`config.mk`:
```
export PLATFORM = sky130hd
export DESIGN_NAME = i2c_temp_scheduler_flat
export DESIGN_NICKNAME = d
export VERILOG_FILES = /design/src/rtl/i2c_temp_scheduler_if.sv /design/src/rtl/i2c_temp_scheduler.sv /design/src/flat_wrapper.sv
export SDC_FILE = /design/constraint.sdc
export NUM_CORES = 1
export LEC_CHECK = 0
export ABC_AREA = 1
export CAP_MARGIN = 15
export CORE_ASPECT_RATIO = 0.75
export CORE_MARGIN = 2
export CORE_UTILIZATION = 49
export CTS_CLUSTER_DIAMETER = 150
export DETAILED_ROUTE_END_ITERATION = 7
export PLACE_DENSITY_LB_ADDON = 0.25
export SLEW_MARGIN = 20
export SYNTH_ARGS = -nofsm -noshare
export SYNTH_HDL_FRONTEND = slang
export SYNTH_SLANG_ARGS = --single-unit
```
`constraint.sdc`:
```
create_clock -name FSM_Clk -period 1.81 [get_ports FSM_Clk]
set_input_delay 0.2715 -clock FSM_Clk [delete_from_list [all_inputs] [get_ports FSM_Clk]]
set_output_delay 0.2715 -clock FSM_Clk [all_outputs]
set_load 0.01 [all_outputs]
```
`src/rtl/i2c_temp_scheduler_if.sv`:
```
// Command/response handshake between the temperature scheduler and the I2C byte engine.
// The scheduler drives commands as master; the byte engine answers as slave.
interface i2c_temp_scheduler_if;
    logic       cmd_valid;
    logic       cmd_ready;
    logic [2:0] cmd_op;
    logic [7:0] cmd_wdata;
    logic       rsp_valid;
    logic [7:0] rsp_rdata;
    logic       rsp_nack;

    modport master (
        output cmd_valid, cmd_op, cmd_wdata,
        input  cmd_ready, rsp_valid, rsp_rdata, rsp_nack
    );

    modport slave (
        input  cmd_valid, cmd_op, cmd_wdata,
        output cmd_ready, rsp_valid, rsp_rdata, rsp_nack
    );
endinterface

```
`src/rtl/i2c_temp_scheduler.sv`:
```
// ADT7420 read sequencer: pointer write, repeated START, two-byte read, STOP.
// Define TEMP_AUTO_POLL_EN to add a free-running poll tick every POLL_DIV cycles.
module i2c_temp_scheduler #(
    parameter logic [6:0]  DEV_ADDR = 7'h48,
    parameter logic [7:0]  TEMP_REG = 8'h00,
    parameter logic [23:0] POLL_DIV = 24'd1000000
) (
    input  logic                        FSM_Clk,
    input  logic                        reset,
    input  logic                        start_req,
    i2c_temp_scheduler_if.master        bus,
    output logic [7:0]                  temp_msb,
    output logic [7:0]                  temp_lsb,
    output logic                        temp_valid,
    output logic                        busy,
    output logic                        nack_err
);

    localparam logic [2:0] OpStart    = 3'd0;
    localparam logic [2:0] OpWrite    = 3'd1;
    localparam logic [2:0] OpReadAck  = 3'd2;
    localparam logic [2:0] OpReadNack = 3'd3;
    localparam logic [2:0] OpStop     = 3'd4;

    typedef enum logic [3:0] {
        StIdle, StS1, StWa, StWr, StS2, StRa, StRm, StRl, StSp
    } state_e;

    state_e     state_q, next_state;
    logic       cmd_valid_q;
    logic [2:0] cmd_op_q;
    logic [7:0] cmd_wdata_q;
    logic       issued_q;
    logic       seq_err_q;
    logic       pending_q;
    logic       start_q;
    logic [7:0] hold_msb_q, hold_lsb_q;
    logic       poll_tick;
    logic       trigger;

    assign bus.cmd_valid = cmd_valid_q;
    assign bus.cmd_op    = cmd_op_q;
    assign bus.cmd_wdata = cmd_wdata_q;

`ifdef TEMP_AUTO_POLL_EN
    logic [23:0] poll_cnt_q;

    assign poll_tick = (poll_cnt_q == POLL_DIV - 24'd1);

    always_ff @(posedge FSM_Clk) begin
        if (reset) begin
            poll_cnt_q <= '0;
        end else if (poll_tick) begin
            poll_cnt_q <= '0;
        end else begin
            poll_cnt_q <= poll_cnt_q + 24'd1;
        end
    end
`else
    logic unused_poll_div;
    assign unused_poll_div = ^POLL_DIV;
    assign poll_tick       = 1'b0;
`endif

    // A start_req edge and a poll tick in the same cycle are one trigger.
    assign trigger = (start_req & ~start_q) | poll_tick;

    function automatic logic [10:0] cmd_of(state_e st);
        case (st)
            StS1, StS2: cmd_of = {OpStart, 8'h00};
            StWa:       cmd_of = {OpWrite, DEV_ADDR, 1'b0};
            StWr:       cmd_of = {OpWrite, TEMP_REG};
            StRa:       cmd_of = {OpWrite, DEV_ADDR, 1'b1};
            StRm:       cmd_of = {OpReadAck, 8'h00};
            StRl:       cmd_of = {OpReadNack, 8'h00};
            StSp:       cmd_of = {OpStop, 8'h00};
            default:    cmd_of = 11'd0;
        endcase
    endfunction

    always_comb begin
        next_state = StIdle;
        case (state_q)
            StS1:    next_state = StWa;
            StWa:    next_state = StWr;
            StWr:    next_state = StS2;
            StS2:    next_state = StRa;
            StRa:    next_state = StRm;
            StRm:    next_state = StRl;
            StRl:    next_state = StSp;
            default: next_state = StIdle;
        endcase
        if (bus.rsp_nack && (state_q == StWa || state_q == StWr || state_q == StRa)) begin
            next_state = StSp;
        end
    end

    always_ff @(posedge FSM_Clk) begin
        if (reset) begin
            state_q     <= StIdle;
            cmd_valid_q <= 1'b0;
            cmd_op_q    <= 3'd0;
            cmd_wdata_q <= 8'd0;
            issued_q    <= 1'b0;
            seq_err_q   <= 1'b0;
            pending_q   <= 1'b0;
            start_q     <= 1'b0;
            hold_msb_q  <= 8'd0;
            hold_lsb_q  <= 8'd0;
            temp_msb    <= 8'd0;
            temp_lsb    <= 8'd0;
            temp_valid  <= 1'b0;
            busy        <= 1'b0;
            nack_err    <= 1'b0;
        end else begin
            start_q    <= start_req;
            temp_valid <= 1'b0;
            if (trigger && state_q != StIdle) begin
                pending_q <= 1'b1;
            end
            case (state_q)
                StIdle: begin
                    if (trigger || pending_q) begin
                        state_q     <= StS1;
                        busy        <= 1'b1;
                        pending_q   <= 1'b0;
                        seq_err_q   <= 1'b0;
                        issued_q    <= 1'b0;
                        cmd_valid_q <= 1'b1;
                        {cmd_op_q, cmd_wdata_q} <= cmd_of(StS1);
                    end
                end
                StS1, StWa, StWr, StS2, StRa, StRm, StRl, StSp: begin
                    if (cmd_valid_q && bus.cmd_ready) begin
                        cmd_valid_q <= 1'b0;
                        issued_q    <= 1'b1;
                    end else if (issued_q && bus.rsp_valid) begin
                        issued_q <= 1'b0;
                        if (state_q == StRm) hold_msb_q <= bus.rsp_rdata;
                        if (state_q == StRl) hold_lsb_q <= bus.rsp_rdata;
                        if (next_state == StSp && state_q != StRl) begin
                            nack_err  <= 1'b1;
                            seq_err_q <= 1'b1;
                        end
                        if (state_q == StSp) begin
                            state_q     <= StIdle;
                            busy        <= 1'b0;
                            cmd_op_q    <= 3'd0;
                            cmd_wdata_q <= 8'd0;
                            if (!seq_err_q) begin
                                temp_msb   <= hold_msb_q;
                                temp_lsb   <= hold_lsb_q;
                                temp_valid <= 1'b1;
                                nack_err   <= 1'b0;
                            end
                        end else begin
                            state_q     <= next_state;
                            cmd_valid_q <= 1'b1;
                            {cmd_op_q, cmd_wdata_q} <= cmd_of(next_state);
                        end
                    end
                end
                // Illegal encodings fall back to idle without touching the bus.
                default: begin
                    state_q     <= StIdle;
                    cmd_valid_q <= 1'b0;
                    issued_q    <= 1'b0;
                    busy        <= 1'b0;
                end
            endcase
        end
    end

endmodule

```
`src/flat_wrapper.sv`:
```
// flat-port wrapper written by rule: the top's interface ports become plain ports
module i2c_temp_scheduler_flat 
#(
    parameter logic [6:0]  DEV_ADDR = 7'h48,
    parameter logic [7:0]  TEMP_REG = 8'h00,
    parameter logic [23:0] POLL_DIV = 24'd1000000
)
  (FSM_Clk, reset, start_req, temp_msb, temp_lsb, temp_valid, busy, nack_err, bus_cmd_valid, bus_cmd_op, bus_cmd_wdata, bus_cmd_ready, bus_rsp_valid, bus_rsp_rdata, bus_rsp_nack);
  i2c_temp_scheduler_if bus_i ();
  input  logic FSM_Clk;
  input  logic reset;
  input  logic start_req;
  output logic [7:0] temp_msb;
  output logic [7:0] temp_lsb;
  output logic temp_valid;
  output logic busy;
  output logic nack_err;
  output wire logic [$bits(bus_i.cmd_valid)-1:0] bus_cmd_valid;
  output wire logic [$bits(bus_i.cmd_op)-1:0] bus_cmd_op;
  output wire logic [$bits(bus_i.cmd_wdata)-1:0] bus_cmd_wdata;
  input wire logic [$bits(bus_i.cmd_ready)-1:0] bus_cmd_ready;
  input wire logic [$bits(bus_i.rsp_valid)-1:0] bus_rsp_valid;
  input wire logic [$bits(bus_i.rsp_rdata)-1:0] bus_rsp_rdata;
  input wire logic [$bits(bus_i.rsp_nack)-1:0] bus_rsp_nack;
  assign bus_cmd_valid = bus_i.cmd_valid;
  assign bus_cmd_op = bus_i.cmd_op;
  assign bus_cmd_wdata = bus_i.cmd_wdata;
  assign bus_i.cmd_ready = bus_cmd_ready;
  assign bus_i.rsp_valid = bus_rsp_valid;
  assign bus_i.rsp_rdata = bus_rsp_rdata;
  assign bus_i.rsp_nack = bus_rsp_nack;
  i2c_temp_scheduler #(.DEV_ADDR(DEV_ADDR), .TEMP_REG(TEMP_REG), .POLL_DIV(POLL_DIV)) u_core (.FSM_Clk(FSM_Clk), .reset(reset), .start_req(start_req), .bus(bus_i), .temp_msb(temp_msb), .temp_lsb(temp_lsb), .temp_valid(temp_valid), .busy(busy), .nack_err(nack_err));
endmodule
```
# After elaboration in Yosys (flattened, before gate mapping)
# Memory sizes are Yosys's and may differ from the RTL's.
# Index checks and enable logic that the tools add are counted.
classes:
  add_sub_neg: 0
  n_mul: 0
  div: 0
  magnitude_cmp: 0
  n_eq_ne: 17
  n_shift: 0
  n_mux: 41
  bitwise_logic: 7
  n_reduce_logical: 23
op_table:
  columns: ["operator", "count"]
  rows:
  - ["8-bit two-way mux", 4]
  - ["4-bit case mux with 7 select lines", 1]
  - ["1-bit two-way mux", 20]
  - ["4-bit two-way mux", 5]
  - ["4-bit by 3-bit == test with 1-bit output (second input constant)", 4]
  - ["8-bit case mux with 2 select lines", 1]
  - ["4-bit AND reduction", 4]
  - ["3-bit two-way mux", 4]
  - ["5-bit AND reduction", 2]
  - ["3-bit AND reduction", 3]
  - ["4-bit by 2-bit == test with 1-bit output (second input constant)", 2]
  - ["4-bit == test (second input constant)", 2]
  - ["2-bit by 1-bit != test with 1-bit output (second input constant)", 4]
  - ["1-bit case mux with 2 select lines", 4]
  - ["4-bit case mux with 2 select lines", 1]
  - ["8-bit OR reduction", 1]
  - ["1-bit inverter", 6]
  - ["3-bit case mux with 2 select lines", 1]
  - ["1-bit logical AND", 5]
  - ["5-bit OR reduction", 1]
  - ["4-bit by 1-bit == test with 1-bit output (second input constant)", 1]
  - ["4-bit zero test", 1]
  - ["4-bit by 3-bit != test with 1-bit output (second input constant)", 1]
  - ["4-bit nonzero test", 1]
  - ["7 further kinds", 9]
totals:
  register_bits: 55
  latch_bits: 0
  ramBits: 0
  mem_bits_ro: 96
  in_bits: 14
  out_inout_bits: 31
  wordCells: 104
  memories: 1
mem_list:
  columns: ["name", "depth", "width", "read_ports", "rd_ports_with_merged_regs", "write_ports", "line_no", "rtl"]
  rows:
  - ["(name not given)", 16, 6, 1, 0, 0, "i2c_temp_scheduler.sv:69", "case (st)"]

# Logic depth before layout (Yosys ltp)
# Gate-level depths: netlist of the first run.
depth:
  depth_word: 11
  depth_mapped: 11
  mapped_depth_nobuf: 10

# Worst setup path before layout of the first run
# Ideal clock, no wire load.
synth_path:
  path_kind: "reg-to-reg"
  start: "reg u_core.state_q[0]"
  end: "reg u_core.hold_msb_q[0]"
  setup_ns: 0.116
  t_arrival_ns: 1.228
  required_ns: 1.694
  slack_ns: 0.467
  stages_incl_launch_ff: 10
  path_buffers: 1
  synth_period_minus_slack_ns: 1.343
  cell_sequence: "dfxtp_1 -> buf_6 -> nor2_4 -> nand2_4 -> nand2_4 -> nand2_4 -> nor2_8 -> nand2_4 -> o21ai_0 -> nor2_1"
synth_between:
  elab_chain_len: 3
  word_cells_on_any_way: 10
  classes_between: "eq/ne: 8; reduce/logical: 2"
synth_rtl:
  columns: ["element", "line_no", "rtl"]
  rows:
  - ["from (decl)", "i2c_temp_scheduler.sv:29", "state_e state_q, next_state;"]
  - ["from (signal assigned)", "i2c_temp_scheduler.sv:100", "state_q <= StIdle;"]
  - ["from (signal assigned)", "i2c_temp_scheduler.sv:124", "state_q <= StS1;"]
  - ["from (signal assigned)", "i2c_temp_scheduler.sv:146", "state_q <= StIdle;"]
  - ["4-bit by 1-bit == test with 1-bit output, or another cell as far along", "i2c_temp_scheduler.sv:121", "case (state_q)"]
  - ["8-bit OR reduction", "i2c_temp_scheduler.sv:121", null]
  - ["4-bit AND reduction (no source line) *", null, null]
  - ["to (signal assigned)", "i2c_temp_scheduler.sv:139", "if (state_q == StRm) hold_msb_q <= bus.rsp_rdata;"]
  - ["to (decl)", "i2c_temp_scheduler.sv:37", "logic [7:0] hold_msb_q, hold_lsb_q;"]
# Mark *: on every way between the ends. The rest lies on a longest branch, timed or not.
# A chain may end at the register's enable or synchronous reset.

# Worst setup path in the final report of the first run
layout_path:
  start: "reg u_core.state_q[0]"
  end: "reg u_core.cmd_op_q[0], in the netlist u_core.bus.cmd_op[0]"
layout_between:
  elab_chain_len: 10
  word_cells_on_any_way: 25
  classes_between: "eq/ne: 11; mux: 6; reduce/logical: 7; memory: 1"
layout_rtl:
  columns: ["element", "line_no", "rtl"]
  rows:
  - ["branches (longest 10 deep; another with memory read 16 x 6 bit)", null, null]
  - ["to (signal assigned)", "i2c_temp_scheduler.sv:130", "{cmd_op_q, cmd_wdata_q} <= cmd_of(StS1);"]
  - ["to (signal assigned)", "i2c_temp_scheduler.sv:159", "{cmd_op_q, cmd_wdata_q} <= cmd_of(next_state);"]
  - ["to (decl)", "i2c_temp_scheduler.sv:31", "logic [2:0] cmd_op_q;"]
# Parallel ways; which one is timed is not known. The select of a mux whose other input is x is not followed.

==> impl_metrics.tcl, run 1 <==
set metrics [dict create \
    status "finished clean" \
    power.density_mw_per_mm2 1150 \
    postRouteAntennaNets 0 \
    grt_pass1_wl_mm 6.80 \
    grt_pass1_vias 1458 \
    seqCellArea_um2 981 \
    maxSlewViolCount 0 \
    postCtsSetupRepairBufs 0 \
    worstSetupEndpointType "flip-flop" \
    die-height_um 59.3 \
    numCtsBuffers 5 \
    min_period_over_period_pct 85.1 \
    first_iter_violations 138 \
    syn_area_mm2 0.00200 \
    cts-resized-gates 0 \
    drc_errors 0 \
    synth.most_common_cell "nand2_1" \
    final.min_clock_period_ns 1.54 \
    core_mm2 0.00398 \
    synth_edf_count 0 \
    hold_viol 0 \
    grt_overflow 0 \
    multi_input_area_um2 868 \
    floorplan.initialDensity_pct 50.2 \
    num_vias 1700 \
    cap_violations 0 \
    hp-class "reg -> reg" \
    row_count 20 \
    drtPass1Iterations 5 \
    utilization_pct 63.8 \
    ys_warn_count 0 \
    ys.flop_type "dfxtp_1" \
    clkSinkCount 49 \
    cts_htree_levels 2 \
    ir_drop_uv 722 \
    cp_max_fo 8 \
    viasPerCell 4.97 \
    track_usage_pct 19.2 \
    fp.dieW_um 77.7 \
    layout.nets 300 \
    power_leakage_nw 1.05 \
    netlist_instances 246 \
    fin_skew_ns 0.0110 \
    gp_congestion 0.962 \
    setup_viol 0 \
    portBuffers 39 \
    cp.arrival_ns 1.73 \
    drive_gt1_share_pct 11.8 \
    routedWlPerCell_um 12.2 \
    antennaDiodeCount 0 \
    die-area_mm2 0.00461 \
    stdcell_area_mm2 0.00254 \
    synthTopCellsByArea "dfxtp_1, nand2_1, nor2_1" \
    totalWireLength_mm 4.16 \
    ys_ff_latch 49 \
    cp_data_required_time_ns 2.00 \
    fin_tns_setup_ns 0 \
    syn_to_final_growth_pct 27.0 \
    ys_async_sr_fraction_pct 0 \
    syn_area_per_cell_um2 8.12 \
    placed_area_mm2 0.00240 \
    grt_max_degree 23 \
    fmax_mhz 649 \
    io_pins 45 \
    synthTopCellsByCount "nand2_1, dfxtp_1, nor2_1" \
    dp_hpwl_mm 2.99 \
    cts_root_buffer "clkbuf_8" \
    rsz0062_at_grt "no" \
    clk_pin_slew_worst_paths_ns 0.09 \
    insertion_delay_ns 0.31 \
    cts_tree "done" \
    path_class "reg -> reg" \
    cts_buffer_depth 2 \
    ys_seq_area_share_pct 49.1 \
    synth.top_cell.area_share_pct 49.1 \
    ctsHoldBuffers 0 \
    synth.distinct_cells 26 \
    synth_area_leader_cell "dfxtp_1" \
    start_kind "flip-flop" \
    antenna_found_initial 0 \
    nFillCells 345 \
]
-- power breakdown --
| part | internal (W) | switching (W) | total, W |
|---|---|---|---|
| clock network | 0.000549 | 0.000357 | 0.000906 |
| logic | 0.000292 | 0.000489 | 0.000781 |
| registers | 0.00115 | 0.0000759 | 0.00122 |
-- registers in the layout, summed over array words and instances (netlist names) --
register / flops
u_core.start_q: 1
u_core.issued_q: 1
u_core.temp_msb: 8
u_core.nack_err: 1
u_core.bus.cmd_op: 3
u_core.hold_lsb_q: 8
u_core.hold_msb_q: 8
u_core.bus.cmd_valid: 1
u_core.state_q: 4
u_core.pending_q: 1
u_core.temp_valid: 1
u_core.bus.cmd_wdata: 2
u_core.seq_err_q: 1
u_core.temp_lsb: 8
u_core.busy: 1
-- final timing paths --
kind	from	end	slack [ns]	cells past startpoint
worst max-delay path	u_core.state_q[0]	u_core.bus.cmd_op[0]	0.27	9
worst min-delay path	u_core.temp_lsb[2]	u_core.temp_lsb[2]	0.45	2
worst max register to register	u_core.state_q[0]	u_core.bus.cmd_op[0]	0.27	9
worst min register to register	u_core.temp_lsb[2]	u_core.temp_lsb[2]	0.45	2
-- through the flow --
stage | hold slack, ns | setup WS [ns] | total power [W] | std cells
3_3_place_gp | 0.431 | 0.113 | 0.00201 | 334
5_1_grt | 0.480 | 0.111 | 0.00306 | 342
4_1_cts | 0.458 | 0.277 | 0.00292 | 342
6_report | 0.452 | 0.269 | 0.00291 | 342
2_1_floorplan | 0.341 | 0.467 | 0.00181 | 250
3_5_place_dp | 0.437 | 0.0552 | 0.00202 | 334
-- worst max-delay path, stage by stage (launching register included) --
cell	delay, ns
dfxtp_1	0.53
nor2_4	0.10
nand2_2	0.17
inv_2	0.07
nand2_2	0.11
nand3_2	0.18
nand2_1	0.10
inv_1	0.04
nor2_1	0.09
nor2_1	0.04
-- layout make-up --
| type | count | share of cell area (%) |
|---|---|---|
| clock inverters | 3 | 2.56 |
| inverters | 18 | 2.86 |
| flip-flops and latches | 49 | 38.7 |
| clock buffers | 5 | 2.71 |
| multi-input cells | 170 | 34.2 |
| repair buffers | 42 | 16.3 |
| well taps | 55 | 2.71 |
-- placed cells by master, fill, tap and decap left out --
master           count
clkinv_2             1
clkdlybuf4s50_1     39
o21ai_1              1
a21oi_1             21
inv_1               11
nand2_2              4
nand2_4              4
inv_2                6
nor2_2               2
clkbuf_8             5
a31o_2               1
conb_1               5
buf_4                3
clkinv_4             1
nand4_1              2
o21ai_0             13
nor2_8               1
dfxtp_1             49
nand3_1             16
nor2_1              31
a22o_1              13
nand3_2              2
nand2_1             50
bufinv_16            2
nor2_4               2
nor3_1               2
-- routing by layer --
metal	up-vias	part of all wire, %	GRT usage, %
met5	-	0	0
met4	0	1.5	7.65
met3	7	5.3	4.73
met2	53	41	26.6
met1	762	52	28.6
li1	878	-	-
-- cell families (layout without fill, tap and decap cells) --
group | Yosys count | after routing | share of synthesized area [%]
AND/OR/NAND/NOR | 116 | 116 | 27.6
other | 1 | 5 | 0.188
buffers and inverters | 31 | 68 | 8.20
AO/OA/AOI/OAI | 49 | 49 | 14.9
flip-flops | 49 | 49 | 49.1
Power figures use the tool's default switching activity.
==> run 2, diff against run 1 <==
RECOVER_POWER = 50   (was default)
SLEW_MARGIN = default   (was 20)
==> impl_metrics.tcl, run 2 (synthesized netlist as in run 1, its figures left out) <==
set metrics [dict create \
    totalWireLength_mm 4.15 \
    power_w 0.00289 \
    stdcell_area_mm2 0.00253 \
    core_mm2 0.00398 \
    viasPerCell 4.96 \
    io_pins 45 \
    syn_to_final_growth_pct 26.4 \
    cap_violations 0 \
    postRouteAntennaNets 0 \
    ctsHoldBuffers 0 \
    path_class "reg -> reg" \
    die-area_mm2 0.00461 \
    power.density_mw_per_mm2 1140 \
    reg2reg_to "u_core.temp_lsb[3]" \
    ir_drop_uv 719 \
    hold_path_depth 2 \
    r2r_slack_ns 0.21 \
    cts_buffer_depth 2 \
    dp_hpwl_mm 2.99 \
    nFillCells 345 \
    cp_top_family "simple AND/OR/NAND/NOR gates" \
    portBuffers 39 \
    clk_pin_slew_worst_paths_ns 0.09 \
    drtPass1Iterations 4 \
    setup_viol 0 \
    rr_worst_depth 6 \
    layout.nets 300 \
    utilization_pct 63.5 \
    path_cells "nor2_4, nand2_4, nor2_1, nand3_1, inv_2, a22o_1" \
    hold_path_startpoint "u_core.temp_lsb[2]" \
    hold_viol 0 \
    fin_tns_setup_ns 0 \
    insertion_delay_ns 0.30 \
    status "finished clean" \
    routedWlPerCell_um 12.1 \
    numCtsBuffers 5 \
    hp-class "reg -> reg" \
    maxSlewViolCount 0 \
    drive_gt1_share_pct 11.1 \
    placed_cells 334 \
    worstSetupEndpointType "flip-flop" \
    num_vias 1698 \
    grt_max_degree 23 \
    cts_htree_levels 2 \
    rsz0062_at_grt "no" \
    antenna_found_initial 0 \
    hold_path_end "u_core.temp_lsb[2]" \
    cp_max_fo 17 \
    fp.dieW_um 77.7 \
    cts_tree "done" \
    grt_pass1_wl_mm 6.80 \
    die-height_um 59.3 \
    grt_overflow 0 \
    cp_slowest_cell "dfxtp_1" \
    worst_pin_slew_ns 0.925 \
    floorplan.initialDensity_pct 50.2 \
    drc_errors 0 \
    path_buf_inv 1 \
    cp.arrival_ns 1.84 \
    power_leakage_nw 1.13 \
    placed_area_mm2 0.00240 \
    start_kind "flip-flop" \
    track_usage_pct 19.2 \
    postCtsSetupRepairBufs 0 \
    worst_path_largest_cell_delay_ns 0.42 \
    fin_cells 342 \
    antennaDiodeCount 0 \
    mostFrequentLayoutCells "nand2_1, dfxtp_1, nor2_1, dlygate4sd3_1, a21oi_1" \
    gp_congestion 0.962 \
    clkSinkCount 49 \
    fmax_mhz 627 \
    final.min_clock_period_ns 1.60 \
    cts_root_buffer "clkbuf_8" \
    grt_pass1_vias 1458 \
    row_count 20 \
    maxSlewHeadroom_pct 38.3 \
    fin_skew_ns 0.0100 \
    min_period_over_period_pct 88.2 \
    cp_data_required_time_ns 2.05 \
    rr_startpoint "u_core.state_q[0]" \
    first_iter_violations 129 \
    final_common_cell "nand2_1" \
    cts-resized-gates 0 \
]
run 2: cell types whose count changed in the layout (fill, tap and decap cells not counted), sizes merged:
cell | previous run | this run
dlygate4sd3 | 0 | 26
clkdlybuf4s50 | 39 | 13
clkbuf | 5 | 6
buf | 3 | 2
run 2: metrics by stage:
stage	setup slack [ns]	hold WS [ns]
floorplan	0.467	0.341
global placement	0.113	0.431
detailed placement	0.0552	0.437
CTS	0.277	0.458
global route	0.0690	0.477
finish	0.214	0.448
run 2: layer usage:
metal,global-route usage (%),part of all wire (%),wire [um]
met5,0,0,0
met3,4.73,6.4,267
met1,28.6,52,2150
met4,7.65,1.5,64
met2,26.6,40,1670
run 2: worst reg2reg max path, delay by kind of cell, from the launching register on:
kind,cells,cell delay (ns)
simple gates,4,0.68
flops,1,0.42
buf+inv,1,0.24
compound gates,1,0.20
run 2: how the worst max path moves through the flow:
stage	start	to	slack (ns)	cells past startpoint
after detailed placement	bus_cmd_ready	u_core.temp_msb[3]	0.06	7
after CTS	u_core.state_q[0]	u_core.bus.cmd_op[0]	0.28	9
after floorplan	u_core.state_q[0]	u_core.hold_msb_q[0]	0.47	9
final	u_core.state_q[0]	u_core.temp_lsb[3]	0.21	6
after global routing	u_core.state_q[0]	u_core.temp_lsb[3]	0.07	6
after global placement	bus_cmd_ready	u_core.bus.cmd_op[0]	0.11	9
run 2: where the power goes:
group          total [W]  internal (W)  switching [W]
Combinational   0.000758      0.000277       0.000481
Sequential       0.00122       0.00115      0.0000753
Clock           0.000907      0.000549       0.000358
Total            0.00289       0.00197       0.000915
run 2: area by class of cell:
class	instances	area [um^2]	area share (%)
flip-flops and latches	49	981	38.8
multi-input cells	170	861	34.1
repair buffers	42	409	16.2
inverters	18	72.6	2.87
clock buffers	5	68.8	2.72
well taps	55	68.8	2.72
clock inverters	3	65.1	2.58
